File: config.mk
export PLATFORM = sky130hd
export DESIGN_NAME = branch_hazard_ctrl
export DESIGN_NICKNAME = d
export VERILOG_FILES = /design/src/rtl/mips_hazard_pkg.sv /design/src/rtl/branch_operand_fwd.sv /design/src/rtl/is_equal.sv /design/src/rtl/branch_hazard_ctrl.sv
export SDC_FILE = /design/constraint.sdc
export NUM_CORES = 1
export LEC_CHECK = 0
export ABC_AREA = 1
export CORE_MARGIN = 3
export CORE_UTILIZATION = 51
export CTS_CLUSTER_DIAMETER = 50
export DETAILED_ROUTE_END_ITERATION = 10
export HOLD_SLACK_MARGIN = 0.05
export PLACE_DENSITY = 0.9
export SLEW_MARGIN = 20
export SYNTH_ARGS = -nofsm -noshare
export SYNTH_HDL_FRONTEND = slang
export SYNTH_SLANG_ARGS = --single-unit
File: constraint.sdc
create_clock -name clk -period 6.63 [get_ports clk]
set_clock_uncertainty 0.1 [all_clocks]
set_input_delay 0.663 -clock clk [delete_from_list [all_inputs] [get_ports clk]]
set_output_delay 0.663 -clock clk [all_outputs]
set_load 0.02 [all_outputs]
File: src/rtl/mips_hazard_pkg.sv
// Shared types and stall-length constants for the decode-stage branch hazard logic.
package mips_hazard_pkg;

  typedef enum logic {
    S_IDLE  = 1'b0,
    S_STALL = 1'b1
  } state_t;

  // Number of stall cycles a branch needs before its operands are available in ID.
  localparam logic [1:0] STALL_NONE     = 2'd0;
  localparam logic [1:0] STALL_ALU_EX   = 2'd1;
  localparam logic [1:0] STALL_LOAD_MEM = 2'd1;
  localparam logic [1:0] STALL_LOAD_EX  = 2'd2;

endpackage

File: src/rtl/branch_operand_fwd.sv
// Forwarding mux for one branch operand: picks the MEM-stage ALU result when the
// instruction in MEM is a non-load register write to the same, non-zero register.
module branch_operand_fwd
  import mips_hazard_pkg::*;
#(
  parameter int DATA_W     = 32,
  parameter int REG_ADDR_W = 5
) (
  input  logic [REG_ADDR_W-1:0] reg_id,
  input  logic [DATA_W-1:0]     reg_data,
  input  logic                  mem_reg_write,
  input  logic                  mem_mem_to_reg,
  input  logic [REG_ADDR_W-1:0] mem_rd,
  input  logic [DATA_W-1:0]     mem_alu_result,
  output logic [DATA_W-1:0]     operand
);

  logic use_mem;

  // Register $0 is hard-wired, so it is never a forwarding target.
  assign use_mem = mem_reg_write && !mem_mem_to_reg &&
                   (mem_rd != '0) && (mem_rd == reg_id);
  assign operand = use_mem ? mem_alu_result : reg_data;

endmodule

File: src/rtl/is_equal.sv
// Equality comparator of two LENGTH-bit words.
module is_equal #(
  parameter int LENGTH = 32
) (
  input  logic [LENGTH-1:0] a,
  input  logic [LENGTH-1:0] b,
  output logic              eq
);

  assign eq = (a == b);

endmodule

File: src/rtl/branch_hazard_ctrl.sv
// Decode-stage beq/bne controller: hazard stall sequencing, operand forwarding,
// branch resolution and saturating branch statistics.
module branch_hazard_ctrl
  import mips_hazard_pkg::*;
#(
  parameter int DATA_W     = 32,
  parameter int REG_ADDR_W = 5,
  parameter int CNT_W      = 16
) (
  input  logic                  clk,
  input  logic                  rst_n,
  input  logic                  i_branch_id,
  input  logic                  i_bne_id,
  input  logic [REG_ADDR_W-1:0] i_rs_id,
  input  logic [REG_ADDR_W-1:0] i_rt_id,
  input  logic [DATA_W-1:0]     i_rs_data,
  input  logic [DATA_W-1:0]     i_rt_data,
  input  logic                  i_ex_reg_write,
  input  logic                  i_ex_mem_to_reg,
  input  logic [REG_ADDR_W-1:0] i_ex_rd,
  input  logic                  i_mem_reg_write,
  input  logic                  i_mem_mem_to_reg,
  input  logic [REG_ADDR_W-1:0] i_mem_rd,
  input  logic [DATA_W-1:0]     i_mem_alu_result,
  input  logic                  i_kill,
  output logic                  o_stall,
  output logic                  o_bubble_idex,
  output logic                  o_pc_src,
  output logic                  o_flush_ifid,
  output logic [CNT_W-1:0]      o_branch_cnt,
  output logic [CNT_W-1:0]      o_taken_cnt,
  output logic [CNT_W-1:0]      o_stall_cnt
);

  function automatic logic reg_match(input logic [REG_ADDR_W-1:0] r,
                                     input logic [REG_ADDR_W-1:0] rs,
                                     input logic [REG_ADDR_W-1:0] rt);
    return (r != '0) && ((r == rs) || (r == rt));
  endfunction

  function automatic logic [CNT_W-1:0] sat_inc(input logic [CNT_W-1:0] v,
                                               input logic             en);
    if (en && (v != '1)) return v + CNT_W'(1);
    return v;
  endfunction

  state_t               state;
  logic [1:0]           cnt;
  logic [1:0]           need;
  logic [1:0]           cnt_dec;
  logic                 m_ex;
  logic                 m_mem;
  logic [DATA_W-1:0]    op_a;
  logic [DATA_W-1:0]    op_b;
  logic                 eq;
  logic                 taken;
  logic                 stall;
  logic                 resolve;

  assign m_ex  = reg_match(i_ex_rd, i_rs_id, i_rt_id);
  assign m_mem = reg_match(i_mem_rd, i_rs_id, i_rt_id);

  // Stall length the branch in ID needs, worst hazard first.
  always_comb begin
    need = STALL_NONE;
    if (i_ex_reg_write && i_ex_mem_to_reg && m_ex)
      need = STALL_LOAD_EX;
    else if (i_ex_reg_write && m_ex)
      need = STALL_ALU_EX;
    else if (i_mem_reg_write && i_mem_mem_to_reg && m_mem)
      need = STALL_LOAD_MEM;
  end

  branch_operand_fwd #(.DATA_W(DATA_W), .REG_ADDR_W(REG_ADDR_W)) u_fwd_a (
    .reg_id         (i_rs_id),
    .reg_data       (i_rs_data),
    .mem_reg_write  (i_mem_reg_write),
    .mem_mem_to_reg (i_mem_mem_to_reg),
    .mem_rd         (i_mem_rd),
    .mem_alu_result (i_mem_alu_result),
    .operand        (op_a)
  );

  branch_operand_fwd #(.DATA_W(DATA_W), .REG_ADDR_W(REG_ADDR_W)) u_fwd_b (
    .reg_id         (i_rt_id),
    .reg_data       (i_rt_data),
    .mem_reg_write  (i_mem_reg_write),
    .mem_mem_to_reg (i_mem_mem_to_reg),
    .mem_rd         (i_mem_rd),
    .mem_alu_result (i_mem_alu_result),
    .operand        (op_b)
  );

  is_equal #(.LENGTH(DATA_W)) u_cmp (
    .a  (op_a),
    .b  (op_b),
    .eq (eq)
  );

  assign taken = eq ^ i_bne_id;

  // Per-cycle control decision; gated by rst_n so outputs drop the instant reset asserts.
  always_comb begin
    stall   = 1'b0;
    resolve = 1'b0;
    if (rst_n && !i_kill) begin
      if (state == S_STALL)
        stall = 1'b1;
      else if (i_branch_id) begin
        if (need != STALL_NONE) stall   = 1'b1;
        else                    resolve = 1'b1;
      end
    end
  end

  assign o_stall       = stall;
  assign o_bubble_idex = stall;
  assign o_pc_src      = resolve && taken;
  assign o_flush_ifid  = resolve && taken;

  // cnt holds the stall cycles still owed after the current one.
  assign cnt_dec = (cnt == 2'd0) ? 2'd0 : cnt - 2'd1;

  // Stall sequencer: IDLE issues the first stall cycle, STALL covers the rest.
  always_ff @(posedge clk or negedge rst_n) begin
    if (!rst_n) begin
      state <= S_IDLE;
      cnt   <= 2'd0;
    end else if (i_kill) begin
      state <= S_IDLE;
      cnt   <= 2'd0;
    end else begin
      case (state)
        S_IDLE: begin
          if (i_branch_id && (need != STALL_NONE)) begin
            cnt   <= need - 2'd1;
            state <= (need > 2'd1) ? S_STALL : S_IDLE;
          end
        end
        S_STALL: begin
          cnt   <= cnt_dec;
          state <= (cnt_dec == 2'd0) ? S_IDLE : S_STALL;
        end
        default: begin
          state <= S_IDLE;
          cnt   <= 2'd0;
        end
      endcase
    end
  end

  // Saturating statistics; a killed cycle has neither stall nor resolve, so nothing counts.
  always_ff @(posedge clk or negedge rst_n) begin
    if (!rst_n) begin
      o_branch_cnt <= '0;
      o_taken_cnt  <= '0;
      o_stall_cnt  <= '0;
    end else begin
      o_branch_cnt <= sat_inc(o_branch_cnt, resolve);
      o_taken_cnt  <= sat_inc(o_taken_cnt, resolve && taken);
      o_stall_cnt  <= sat_inc(o_stall_cnt, stall);
    end
  end

endmodule

==> key figures <==
CTS
  • Clock Tree Root: clkbuf_8
  • Cts repair resizes: 0
  • Sink Count: slightly above 50
  • H-tree level count: 2
  • Clk slew on worst S/H paths: about 100 ps
  • TritonCTS buffer count: 5
  • Skew-Pair Late Insertion Delay: about 310 ps
  • CTS tree: yes
  • Hold Buf Count CTS: 0
  • Clk buf depth: 2
  • Setup Fix Bufs, Post-CTS: 0

Logic synthesis
  • Post-Synth Adder-Cell Area: less than 1%
  • Syn avg cell area: approximately 5.9 um2
  • Post-Synth XOR/XNOR Area: a little under a tenth
  • Synth cell types: 32
  • Register area share after synthesis: between 20% and 30%
  • Cells after synthesis: roughly 920
  • Synth async-reset ratio: 100%
  • Post-synth EDFFs: 0
  • Predominant post-synthesis flop cell: dfrtp_1
  • Mux cell area share after synthesis: 0%
  • Main combinational cell family by area after synthesis: simple AND/OR/NAND/NOR gates
  • Mapped Area: 5400 um2
  • Synthesis Warnings: 0
  • Flops & latches, synth: between 50 and 60
  • Compound-Gate Fraction of Synth Area: between 2 and 3%
  • Syn nets: between 1000 and 1500
  • Synth Area in Simple Gates: between 50% and 60%

Detailed routing
  • Vias: 6254
  • Wire per inst: around 13 um
  • Number of vias per cell: approximately 5.2
  • Drt pass-1 iters: 5
  • Residual DRC: 0
  • Final ANT Viol Nets: 0
  • Final WL: roughly 16 mm
  • 1st-iter DRT viols: approximately 500

Hold path
  • Hold/Removal Path Class: in2async

Power and ir drop
  • Sw power: 415 uW
  • PwrDens: around 150 nW/um2
  • Leak: about 3.7 nW
  • Worst IR drop on VDD: ~280 uV
  • Clock power share: 18.0%
  • Int Pwr: around 640 uW
  • Sw Share: 39.3%
  • Pwr Total: approximately 1.1 mW
  • Sequential power share: 38.2%
  • Combinational share of power: ~44%

Cells and area
  • Final Util: between 70 and 80%
  • Final Non-Filler Cells: roughly 1200
  • Finished Cell Area: slightly above 7000 um2
  • Nets@finish: approximately 1200
  • Layout cells sized above 1: under 10%
  • Antenna Cells: 0
  • Number of filler instances in the final layout: 847
  • Multi-input logic area: approximately 3400 um2
  • Layout area overhead: 34.3%
  • Register area: about 1300 um2

Die
  • Die Footprint: ~12000 um2
  • Die X: between 100 and 150 um
  • Starting utilization of the core area: between 50 and 60%
  • Core area: around 10000 um2
  • Die Height: between 100 and 150 um
  • I/O Pins: 177
  • Rows: 36

Placement
  • Post-DP HPWL: ~12 mm
  • Placed insts: between 1000 and 1500
  • Number of port buffers: 176
  • DP Worst Slack: around 1600 ps
  • Placer congestion estimate: a little under 0.9
  • Dpl cell area: between 7000 and 8000 um2

Job
  • Max-Cap Viols: 0

Timing
  • Worst-margin pin slew: 785 ps
  • Final setup viols: 0
  • Hold slack final: 344 ps
  • Final WS setup: 1600 ps
  • Tmin final: 5030 ps
  • Fin Setup TNS: 0 ps
  • Fmax achieved: 0.199 GHz
  • Final worst path period share: approximately three quarters
  • RSZ-0062 raised after global routing: no
  • Slew Limit Fails: 0
  • Relative slew slack: a little under half
  • Final hold vios: 0

Global routing
  • Tot GR Track Use: between 20% and 30%
  • GR Util met3: roughly 4.0%
  • Met1 Resource Use GR: between 30% and 40%
  • Grt peak-use layer: met2
  • Pin count of the biggest net entering global routing: 84
  • First-pass GRT wire length: ~26 mm
  • Initial antenna violation count: 0
  • Vias in the first global route: between 5000 and 6000
  • GR met2 Demand/Resource: a little under half
  • GR Overflow Total: 0

Setup path
  • CP Capture Type: output port
  • WS Path Type: in2out
  • WP data arrival: approximately 4300 ps
  • CP Data Required Time: between 5000 and 6000 ps
  • Worst Path Max Fanout: a little under 50
  • Startpoint Class: primary input
  • R2R Setup Slk: roughly 3700 ps

Run status
  • Status: finished clean
==> cells in the mapped netlist, types with 5 or more instances <==
master / n / area share [%]
clkbuf_1: 5 / 0.35
xor2_1: 35 / 5.7
nand2_1: 373 / 26
o21ai_0: 8 / 0.74
nor4_1: 7 / 0.81
buf_4: 6 / 0.83
xnor2_1: 23 / 3.7
nand3_1: 82 / 7.6
buf_2: 26 / 2.4
inv_1: 119 / 8.3
nor2_1: 43 / 3.0
nor3_1: 17 / 1.6
nand4_1: 79 / 9.2
o21ai_1: 8 / 0.74
dfrtp_1: 51 / 24
==> sequential cells by signal, summed over array words and instances, names as in the netlist <==
signal,cells
o_taken_cnt,16
o_branch_cnt,16
state,1
o_stall_cnt,16
cnt,2
==> metal layers <==
| metal | vias to the layer above | wire length (um) |
|---|---|---|
| met3 | 18 | 1010 |
| met1 | 2799 | 7020 |
| li1 | 3218 | - |
| met2 | 219 | 7630 |
| met5 | - | 0 |
| met4 | 0 | 224 |
==> power groups by stage <==
stage,Sequential (mW),Combinational [mW],Clock [mW]
after global routing,0.410,0.510,0.207
final,0.403,0.463,0.190
after detailed placement,0.406,0.458,0
after global placement,0.407,0.450,0
after floorplan,0.444,0.196,0
after CTS,0.402,0.462,0.194
==> cell type report <==
class / instances / share of cell area (%)
multi-input combinational: 700 / 47.1
inverter: 127 / 6.58
tap: 133 / 2.30
sequential: 51 / 17.6
clock inverter: 3 / 0.380
timing repair buffer: 184 / 25.1
clock buffer: 5 / 0.949
==> final timing paths <==
path,depth (start not counted),end,start
min reg2reg,1,o_branch_cnt[14],o_branch_cnt[14]
max,19,o_flush_ifid,i_mem_rd[0]
min,2,o_taken_cnt[13],rst_n
max reg2reg,9,o_taken_cnt[6],o_taken_cnt[0]
min in group clk,1,o_branch_cnt[14],o_branch_cnt[14]
max in group asynchronous,2,o_branch_cnt[5],rst_n
==> layout by cell type, fill, tap and decap left out, types with 2 or more instances in the layout <==
cell,n
nor4_1,7
xnor2_1,23
nor2_1,43
clkdlybuf4s50_1,175
nor3_1,17
nor2_4,3
inv_2,4
clkbuf_8,5
clkinv_1,4
nand2_2,2
o21ai_0,8
nand3_1,82
ha_1,3
or2_2,2
a21oi_1,4
nand4_1,79
dfrtp_1,51
nand2_1,373
inv_1,119
o21ai_1,8
buf_4,8
xor2_1,35
nor2_2,3
==> critical path: stages <==
cell and delay [ps]:
clkdlybuf4s50_1 550, xnor2_1 140, nand2_1 110, nor2_2 110, buf_4 380, nand2_1 90, buf_4 300, o21ai_0 210
nand2_1 60, nand2_1 50, nand2_1 50, nor2_1 130, nand2_1 80, nor2_2 220, nand2_2 120, nand2_2 100
nand2_1 50, nor2_1 170, clkdlybuf4s50_1 640
==> logic make-up (layout without fill, tap and decap cells) <==
group,count (synthesis),in the layout
AND/OR/NAND/NOR,615,615
buffers and inverters,167,319
XOR/XNOR,58,58
flip-flops,51,51
AO/OA/AOI/OAI,24,24
adder cells (fa/ha/maj),3,3
(Power assumes the default switching activity.)
